--- config.mk ---
export PLATFORM = sky130hd
export DESIGN_NAME = skid_buff_flat
export DESIGN_NICKNAME = d
export VERILOG_FILES = /design/src/rtl/skid_buff_pkg.sv /design/src/rtl/skid_buff_if.sv /design/src/rtl/skid_buff.sv /design/src/flat_wrapper.sv
export SDC_FILE = /design/constraint.sdc
export NUM_CORES = 1
export LEC_CHECK = 0
export BUFFER_PORTS_ARGS = -buffer_cell sky130_fd_sc_hd__buf_2
export CORE_ASPECT_RATIO = 1.75
export CORE_UTILIZATION = 50
export DETAILED_ROUTE_END_ITERATION = 8
export PLACE_DENSITY_LB_ADDON = 0.2
export SLEW_MARGIN = 20
export SYNTH_ARGS = -nofsm -noshare
export SYNTH_HDL_FRONTEND = slang
export SYNTH_SLANG_ARGS = --single-unit
--- constraint.sdc ---
create_clock -name clk -period 2.45 [get_ports clk]
set_input_delay 0.735 -clock clk [delete_from_list [all_inputs] [get_ports clk]]
set_output_delay 0.735 -clock clk [all_outputs]
set_load 0.02 [all_outputs]
--- src/rtl/skid_buff_pkg.sv ---
// Shared types for the two-entry DTI skid buffer.
// The buffer FSM state and the default data width of the DTI interface.
package skid_buff_pkg;

    localparam int DTI_DEFAULT_W = 16;

    typedef enum logic [1:0] {
        EMPTY = 2'd0,
        BUSY  = 2'd1,
        FULL  = 2'd2
    } skid_state_t;

endpackage

--- src/rtl/skid_buff_if.sv ---
// DTI valid/ready stream.
// The producer drives valid/data and the consumer drives ready.
interface dti
    import skid_buff_pkg::*;
#(
    parameter int W = DTI_DEFAULT_W
) ();

    logic         valid;
    logic         ready;
    logic [W-1:0] data;

    modport producer (
        output valid,
        output data,
        input  ready
    );

    modport consumer (
        input  valid,
        input  data,
        output ready
    );

endinterface

--- src/rtl/skid_buff.sv ---
// Two-entry skid buffer between DTI streams.
// din.ready, dout.valid and dout.data all come straight from flops, which breaks the ready timing chain.
module skid_buff
    import skid_buff_pkg::*;
(
    input  logic clk,
    input  logic rst,
    dti.consumer din,
    dti.producer dout
);

    localparam int W = $size(din.data);

    if ($size(din.data) != $size(dout.data)) begin : g_width_check
        $error("skid_buff: din.data and dout.data widths differ");
    end

    skid_state_t  state;
    skid_state_t  next_state;
    logic [W-1:0] main_reg;
    logic [W-1:0] skid_reg;
    logic         ready_reg;

    logic         in_fire;
    logic         out_fire;
    logic         load_main;
    logic         main_from_skid;
    logic         load_skid;

    assign in_fire  = din.valid && ready_reg;
    assign out_fire = (state != EMPTY) && dout.ready;

    // ready is registered from next_state, so it is already low during the first FULL cycle
    always_ff @(posedge clk or negedge rst) begin
        if (!rst) begin
            state     <= EMPTY;
            ready_reg <= 1'b0;
        end else begin
            state     <= next_state;
            ready_reg <= (next_state != FULL);
        end
    end

    always_comb begin
        next_state = state;
        unique case (state)
            EMPTY: begin
                if (in_fire) next_state = BUSY;
            end
            BUSY: begin
                if (in_fire && !out_fire)      next_state = FULL;
                else if (!in_fire && out_fire) next_state = EMPTY;
            end
            FULL: begin
                if (out_fire) next_state = BUSY;
            end
            default: next_state = EMPTY;
        endcase
    end

    // The skid entry only ever holds the beat younger than main.
    always_comb begin
        load_main      = 1'b0;
        main_from_skid = 1'b0;
        load_skid      = 1'b0;
        unique case (state)
            EMPTY: begin
                load_main = in_fire;
            end
            BUSY: begin
                load_main = in_fire && out_fire;
                load_skid = in_fire && !out_fire;
            end
            FULL: begin
                load_main      = out_fire;
                main_from_skid = out_fire;
            end
            default: begin
                load_main = 1'b0;
            end
        endcase
    end

    always_ff @(posedge clk or negedge rst) begin
        if (!rst) begin
            main_reg <= '0;
            skid_reg <= '0;
        end else begin
            if (load_main) main_reg <= main_from_skid ? skid_reg : din.data;
            if (load_skid) skid_reg <= din.data;
        end
    end

    assign dout.valid = (state != EMPTY);
    assign dout.data  = main_reg;
    assign din.ready  = ready_reg;

endmodule
--- src/flat_wrapper.sv ---
// flat-port wrapper written by rule: the top's interface ports become plain ports
module skid_buff_flat import skid_buff_pkg::*;
  (clk, rst, din_valid, din_data, din_ready, dout_valid, dout_data, dout_ready);
  dti din_i ();
  dti dout_i ();
  input  logic clk;
  input  logic rst;
  input wire logic [$bits(din_i.valid)-1:0] din_valid;
  input wire logic [$bits(din_i.data)-1:0] din_data;
  output wire logic [$bits(din_i.ready)-1:0] din_ready;
  output wire logic [$bits(dout_i.valid)-1:0] dout_valid;
  output wire logic [$bits(dout_i.data)-1:0] dout_data;
  input wire logic [$bits(dout_i.ready)-1:0] dout_ready;
  assign din_i.valid = din_valid;
  assign din_i.data = din_data;
  assign din_ready = din_i.ready;
  assign dout_valid = dout_i.valid;
  assign dout_data = dout_i.data;
  assign dout_i.ready = dout_ready;
  skid_buff u_core (.clk(clk), .rst(rst), .din(din_i), .dout(dout_i));
endmodule
==> results of run 1 <==
==> final cells by class <==
cell class,count,share of cell area [%]
Inverter,1,0.207
Sequential cell,35,48.2
Tap cell,27,1.86
Multi-Input combinational cell,62,32.0
Timing Repair Buffer,42,12.9
Clock buffer,6,4.55
Clock inverter,1,0.275
==> worst register-to-register path: cells and delay by family, from the launching register on <==
family / cells / cell delay [ns]
and+or+nand+nor: 1 / 0.20
AOI/OAI and AO/OA: 2 / 0.79
DFF: 1 / 0.44
buffers and inverters: 1 / 0.21
==> routing by layer <==
metal  track usage [%]  routed length, um  vias up
met4              7.29                 27        0
met2              36.5               1550       31
met3              8.01                147        2
met5                 0                  0        -
met1              24.6               1220      526
li1                  -                  -      485
==> worst min-delay path by stage <==
stage	startpoint	to	slack (ns)	cells after the start
global placement	u_core.dout.data[0]$_DFFE_PN0P_	u_core.dout.data[0]$_DFFE_PN0P_	0.47	1
detailed placement	u_core.dout.data[7]$_DFFE_PN0P_	u_core.dout.data[7]$_DFFE_PN0P_	0.48	1
floorplan	rst	u_core.din.ready$_DFF_PN0_	0.44	0
finish	u_core.dout.data[7]$_DFFE_PN0P_	u_core.dout.data[7]$_DFFE_PN0P_	0.49	1
global route	u_core.dout.data[7]$_DFFE_PN0P_	u_core.dout.data[7]$_DFFE_PN0P_	0.51	1
CTS	u_core.dout.data[7]$_DFFE_PN0P_	u_core.dout.data[7]$_DFFE_PN0P_	0.49	1
==> cells in the final DEF, fill, tap and decap left out, drive strengths merged <==
cell type | netlist | routed
o32a | 16 | 16
nand4b | 1 | 1
nand2 | 2 | 2
nand2b | 1 | 1
nand3b | 2 | 2
nor3b | 1 | 1
inv | 1 | 1
buf | 5 | 42
mux2 | 16 | 16
dfrtp | 35 | 35
clkbuf | 1 | 6
clkinv | 0 | 1
o21a | 16 | 16
a21o | 2 | 2
mux2i | 1 | 1
nor2b | 1 | 1
o21ai | 2 | 2
or2 | 1 | 1
==> kinds of logic (layout without fill, tap and decap cells) <==
family,Yosys count,count (layout),synth area share (%)
compound gates,36,36,20.7
buf+inv,7,50,2.51
flops,35,35,58.6
mux,17,17,12.7
simple gates,9,9,5.45
==> per-stage QoR <==
step	area [um^2]	util, %
2_1_floorplan	1490	-
3_3_place_gp	1730	62.1
3_5_place_dp	1730	62.1
4_1_cts	1820	65.3
5_1_grt	1820	65.3
6_report	1820	65.3
==> power by group through the flow <==
stage | Clock, mW | Sequential (mW) | Combinational, mW
final | 0.414 | 1.01 | 0.860
after floorplan | 0 | 1.16 | 0.439
after global routing | 0.452 | 1.05 | 0.932
after global placement | 0 | 1.00 | 0.842
after detailed placement | 0 | 1.02 | 0.868
after CTS | 0.428 | 1.02 | 0.870
==> results.rst, run 1 <==
.. list-table::
   :header-rows: 1

   * - Metric
     - Value
   * - Critical Path End Type
     - output port
   * - Headroom to the max-slew limit
     - around half
   * - Top-area cell type share of the netlist area
     - between 50 and 60%
   * - Number of diodes added for antenna fixing
     - 0
   * - Failing checks
     - design-rule violations
   * - Highest Clock Rate
     - 519 MHz
   * - Worst slack, placed
     - 0.426 ns
   * - Count of buffers inserted at the top-level ports
     - 37
   * - Number of hold buffers added after cts
     - 0
   * - Row count
     - 25
   * - Count leader, synth
     - sky130_fd_sc_hd__dfrtp_1
   * - Share of flip-flops with an asynchronous set or reset
     - 100%
   * - Reg2reg start
     - u_core.state[1]$_DFF_PN0_
   * - Storage cell area
     - 876 um^2
   * - Nets
     - 167
   * - Layout overhead on the synthesized area
     - 21.6%
   * - Warnings from Yosys
     - 0
   * - Non-filler cells, final
     - 174
   * - Largest net degree at the start of global routing
     - 36
   * - H-tree depth reported by CTS
     - 2
   * - Fin crit period
     - 1.93 ns
   * - Hpwl dp
     - 2050 um
   * - RSZ-0062 raised after global routing
     - no
   * - Die area
     - 3220 um^2
   * - Critical path, cell by cell
     - or2_2, buf_2
   * - Floorplan core area
     - between 2000 and 3000 um^2
   * - Fin. Hold Viols
     - 0
   * - Total number of cells along the worst setup path
     - 2
   * - Status
     - finished, violations left
   * - Pwr per Cell Area
     - 1260 nW/um^2
   * - Post-synth net total
     - 124
   * - Clock Skews
     - 0.00351 ns
   * - Gp weighted congestion
     - roughly 0.66
   * - Setup slack of the most critical reg-to-reg path
     - 0.74 ns
   * - Flop pwr share
     - 44.3%
   * - Proportion of layout cells with a drive suffix above 1
     - 46.9%
   * - Clk root buf
     - sky130_fd_sc_hd__clkbuf_8
   * - Maximum vdd drop
     - approximately 0.83 mV
   * - CP max stage delay
     - between 0.4 and 0.5 ns
   * - Startpoint types
     - flop
   * - Capturing element of the worst setup path
     - dout_valid
   * - Worst hold path class
     - flop to flop
   * - Number of flip-flops and latches in the synthesized netlist
     - 35
   * - Mapped cell area
     - 1490 um^2
   * - Number of placed cells counting well taps
     - approximately 170
   * - Internal Pwr Total
     - around 1.5 mW
   * - Worst-margin pin slew
     - 0.736 ns
   * - Fraction of power consumed by combinational cells
     - a little under two fifths
   * - Max-Cap Viols
     - 0
   * - Cell type of the slowest stage on the worst timing path
     - sky130_fd_sc_hd__dfrtp_1
   * - Clock insertion delay at the later pin of the skew report
     - 0.28 ns
   * - Dominant cells by area after synthesis
     - sky130_fd_sc_hd__dfrtp_1 59%, sky130_fd_sc_hd__mux2_2 12%, sky130_fd_sc_hd__o32a_1 11%
   * - Sw frac
     - 34.8%
   * - Leftover overflow at the end of global routing
     - 0
   * - Initial Util
     - ~54%
   * - Sum Neg Setup Slack
     - 0 ns
   * - Biggest area consumer among synthesized cells
     - sky130_fd_sc_hd__dfrtp_1
   * - Chip Height
     - 74.3 um
   * - Share of the cycle needed by the critical path after routing
     - roughly four fifths
   * - Detail-routed via count per cell
     - around 6
   * - Total power draw
     - approximately 2.3 mW
   * - Most numerous cell types in the synthesized netlist
     - 35 x sky130_fd_sc_hd__dfrtp_1, 16 x sky130_fd_sc_hd__mux2_2, 16 x sky130_fd_sc_hd__o21a_1, 16 x sky130_fd_sc_hd__o32a_1, 3 x sky130_fd_sc_hd__buf_2
   * - Maximum net fanout on the critical path
     - 7
   * - Required time at the endpoint of the critical path
     - 1.71 ns
   * - Post-CTS Resized
     - 0
   * - Buf+Inv Stages, Crit Path
     - 1
   * - Reg clk slew, reported paths
     - 0.06 ns
   * - Synthesized netlist cell count
     - 104
   * - Die Wd
     - between 40 and 50 um
   * - Net switching component of the power
     - 0.795 mW
   * - Vias in the first global route
     - 1089
   * - Part of the Yosys area used for sequential elements
     - 58.6%
   * - Average cell area after synthesis
     - 14.4 um^2
   * - Detailed-route wire length
     - 2950 um
   * - TritonCTS Sinks
     - 35
   * - Number of setup buffers added after CTS
     - 0
   * - Combined global-route utilization of all metal layers
     - between 20% and 30%
   * - Finish-stage setup viols
     - 0
   * - Antenna violations before repair
     - 0
   * - Ports
     - 38
   * - Reg2reg path depth
     - 4
   * - CP Launch Point
     - u_core.state[1]$_DFF_PN0_
   * - TritonCTS Buffers
     - 5
   * - Leakage power
     - 0.792 nW
   * - R2R Path End
     - u_core.dout.data[0]$_DFFE_PN0P_
   * - Average routed wire per standard cell
     - 16.9 um
   * - Clock share of power
     - 18.1%
   * - Worst setup slack after layout
     - 0.523 ns
   * - Area occupied by multi-input gates
     - 581 um^2
   * - Count of different cell masters after synthesis
     - 21
   * - Initial DRT Pass Iterations
     - 6
   * - Worst Path Arrival
     - 1.19 ns
   * - Final-report max-slew violation count
     - 0
   * - DRC violation count after routing
     - 5
   * - Number of nets with antenna violations after detailed routing
     - 0
   * - Wire length of the first global-routing pass
     - 4950 um
   * - Total via count after detailed routing
     - about 1000
   * - Longest Clk Path Bufs
     - 2
   * - Critical path start-end classification
     - flop to output port
   * - Number of flops mapped to enable cells by yosys
     - 0
   * - Largest delay contributor family on the critical path
     - flip-flops
   * - Most instantiated flip-flop cell in the synthesis netlist
     - sky130_fd_sc_hd__dfrtp_1
   * - Worst hold margin
     - between 0.4 and 0.5 ns
   * - DR iter-0 viols
     - 38
   * - Fill cell total of the finished layout
     - around 220
   * - Clock tree from TritonCTS
     - built
Note: power is estimated with default switching activity, not from simulation.
==> run 2, diff against run 1 <==
==> constraint.sdc (replaced) <==
create_clock -name clk -period 1.8 [get_ports clk]
set_input_delay 0.54 -clock clk [delete_from_list [all_inputs] [get_ports clk]]
set_output_delay 0.54 -clock clk [all_outputs]
set_load 0.02 [all_outputs]
==> run 2 against run 1 <==
Net effect:
- the run still ends with design-rule violations left
- non-clock buffer count rose by 5
- sequential power is 36% higher
- clock skew up 0.0013 ns
- routed wire length shrank 2.2%
- die area stayed put
- clock power is 72% higher
- via count is 1.5% higher
- final cell count is 3.4% higher
==> results.rst, run 2 (same netlist as run 1, synthesis figures left out) <==
.. list-table::
   :header-rows: 1

   * - Metric
     - Value
   * - Average routed wire per standard cell
     - 16.0 um (was 16.9 um)
   * - Vias in the first global route
     - 1043 (was 1089)
   * - Status
     - finished, violations left (unchanged)
   * - Initial Util
     - 53.7% (unchanged)
   * - Worst hold path class
     - input port to async pin (was flop to flop)
   * - Cell type of the slowest stage on the worst timing path
     - sky130_fd_sc_hd__dfrtp_1 (unchanged)
   * - Leakage power
     - 0.831 nW (was 0.792 nW)
   * - Share of the cycle needed by the critical path after routing
     - 97.1%
   * - CP max stage delay
     - 0.45 ns (was 0.44 ns)
   * - Area after DPL
     - 1770 um^2 (was 1730 um^2)
   * - Ports
     - 38 (unchanged)
   * - Non-filler cells, final
     - 180 (was 174)
   * - Gp weighted congestion
     - 0.686 (was 0.664)
   * - DRC violation count after routing
     - 6 (was 5)
   * - Wire length of the first global-routing pass
     - 4760 um (was 4950 um)
   * - Max-Cap Viols
     - 0 (unchanged)
   * - Largest net degree at the start of global routing
     - 24 (was 36)
   * - Nets
     - 172 (was 167)
   * - Maximum net fanout on the critical path
     - 7 (unchanged)
   * - Worst setup slack after layout
     - 0.0526 ns (was 0.523 ns)
   * - TritonCTS Sinks
     - 35 (unchanged)
   * - Combined global-route utilization of all metal layers
     - 20.3% (was 21.4%)
   * - Floorplan core area
     - 2780 um^2 (unchanged)
   * - Antenna violations before repair
     - 0 (unchanged)
   * - Final std cell area, no fill
     - 1880 um^2 (was 1820 um^2)
   * - Worst-margin pin slew
     - 0.744 ns (was 0.736 ns)
   * - Clk root buf
     - sky130_fd_sc_hd__clkbuf_8 (unchanged)
   * - Number of setup buffers added after CTS
     - 0 (unchanged)
   * - Total power draw
     - 3.27 mW (was 2.29 mW)
   * - Die area
     - 3220 um^2 (unchanged)
   * - Sum Neg Setup Slack
     - 0 ns (unchanged)
   * - Number of hold buffers added after cts
     - 0 (unchanged)
   * - Number of nets with antenna violations after detailed routing
     - 0 (unchanged)
   * - Number of diodes added for antenna fixing
     - 0 (unchanged)
   * - Detail-routed via count per cell
     - 5.89 (was 6.00)
   * - Post-CTS Resized
     - 0 (unchanged)
   * - Leftover overflow at the end of global routing
     - 0 (unchanged)
   * - RSZ-0062 raised after global routing
     - no (unchanged)
   * - Hpwl dp
     - 2110 um (was 2050 um)
   * - Longest Clk Path Bufs
     - 2 (unchanged)
   * - Finish-stage setup viols
     - 0 (unchanged)
   * - Detailed-route wire length
     - 2880 um (was 2950 um)
   * - Reg clk slew, reported paths
     - 0.07 ns (was 0.06 ns)
   * - TritonCTS Buffers
     - 5 (unchanged)
   * - Critical Path End Type
     - output port (unchanged)
   * - Layout overhead on the synthesized area
     - 26.1% (was 21.6%)
   * - Required time at the endpoint of the critical path
     - 1.26 ns (was 1.71 ns)
   * - Row count
     - 25 (unchanged)
   * - H-tree depth reported by CTS
     - 2 (unchanged)
   * - Most frequent cells in the layout
     - 37 x sky130_fd_sc_hd__buf_2, 35 x sky130_fd_sc_hd__dfrtp_1, 16 x sky130_fd_sc_hd__o32a_1, 16 x sky130_fd_sc_hd__o21a_1, 16 x sky130_fd_sc_hd__mux2_2 (unchanged)
   * - Maximum vdd drop
     - 1.02 mV (was 0.828 mV)
   * - Pwr per Cell Area
     - 1740 nW/um^2 (was 1260 nW/um^2)
   * - Fin crit period
     - 1.75 ns
   * - Clock tree from TritonCTS
     - built (unchanged)
   * - Critical path start-end classification
     - flop to output port (unchanged)
   * - Clock insertion delay at the later pin of the skew report
     - 0.29 ns (was 0.28 ns)
   * - Fin. Hold Viols
     - 0 (unchanged)
   * - Number of placed cells counting well taps
     - 172 (was 167)
   * - Failing checks
     - design-rule violations (unchanged)
   * - Highest Clock Rate
     - 572 MHz
   * - DR iter-0 viols
     - 19 (was 38)
   * - Worst slack, placed
     - 0.0903 ns (was 0.426 ns)
   * - Headroom to the max-slew limit
     - 50.4% (was 50.9%)
   * - Final-report max-slew violation count
     - 0 (unchanged)
   * - Die Wd
     - 43.3 um (unchanged)
   * - Clock Skews
     - 0.00478 ns (was 0.00351 ns)
   * - Count of buffers inserted at the top-level ports
     - 37 (unchanged)
   * - Critical path, cell by cell
     - or2_2, buf_2 (unchanged)
   * - Chip Height
     - 74.3 um (unchanged)
   * - Most common cell after layout, fill and taps aside
     - sky130_fd_sc_hd__buf_2 (unchanged)
   * - Proportion of layout cells with a drive suffix above 1
     - 49.0% (was 46.9%)
   * - Startpoint types
     - flop (unchanged)
   * - Worst Path Arrival
     - 1.21 ns (was 1.19 ns)
   * - Initial DRT Pass Iterations
     - 6 (unchanged)
   * - Total via count after detailed routing
     - 1060 (was 1044)
[run 2: area by class of cell]
type	count	area [um^2]
fillers	219	900
flip-flops and latches	35	876
multi-input cells	62	581
repair buffers	47	273
clock buffers	6	82.6
clock inverters	2	35.0
well taps	27	33.8
inverters	1	3.75
[run 2: layer usage]
metal	global-route usage [%]	part of all wire (%)	vias up
met5	0	0	-
li1	-	-	496
met4	10.4	2.3	0
met1	23.8	43	533
met2	33.7	51	26
met3	5.34	4.1	5
[run 2: stage by stage]
step | util [%] | hold WS, ns
2_1_floorplan | - | 0.244
3_3_place_gp | 63.5 | 0.468
3_5_place_dp | 63.5 | 0.474
4_1_cts | 67.7 | 0.224
5_1_grt | 67.7 | 0.251
6_report | 67.7 | 0.209
[run 2: where the power goes]
part	internal (mW)	switching, mW
Sequential	1.16	0.207
Clock	0.447	0.264
Combinational	0.589	0.599
Total	2.20	1.07
[run 2: critical path, delay by kind of cell (launching register included)]
kind          cells  cell delay, ns
simple gates      1            0.31
flops             1            0.45
buf+inv           1            0.16
[run 2: path summary, 6_finish.rpt]
check / startpoint / to / slack [ns] / depth (start not counted)
hold / removal: rst / u_core.din.ready$_DFF_PN0_ / 0.21 / 1
hold reg to reg: u_core.dout.data[0]$_DFFE_PN0P_ / u_core.dout.data[0]$_DFFE_PN0P_ / 0.48 / 1
min in group clk: u_core.dout.data[0]$_DFFE_PN0P_ / u_core.dout.data[0]$_DFFE_PN0P_ / 0.48 / 1
setup / recovery: u_core.state[1]$_DFF_PN0_ / dout_valid / 0.05 / 2
max in group asynchronous: rst / u_core.dout.data[6]$_DFFE_PN0P_ / 1.02 / 2
setup reg to reg: u_core.state[1]$_DFF_PN0_ / u_core.skid_reg[15]$_DFFE_PN0P_ / 0.26 / 4
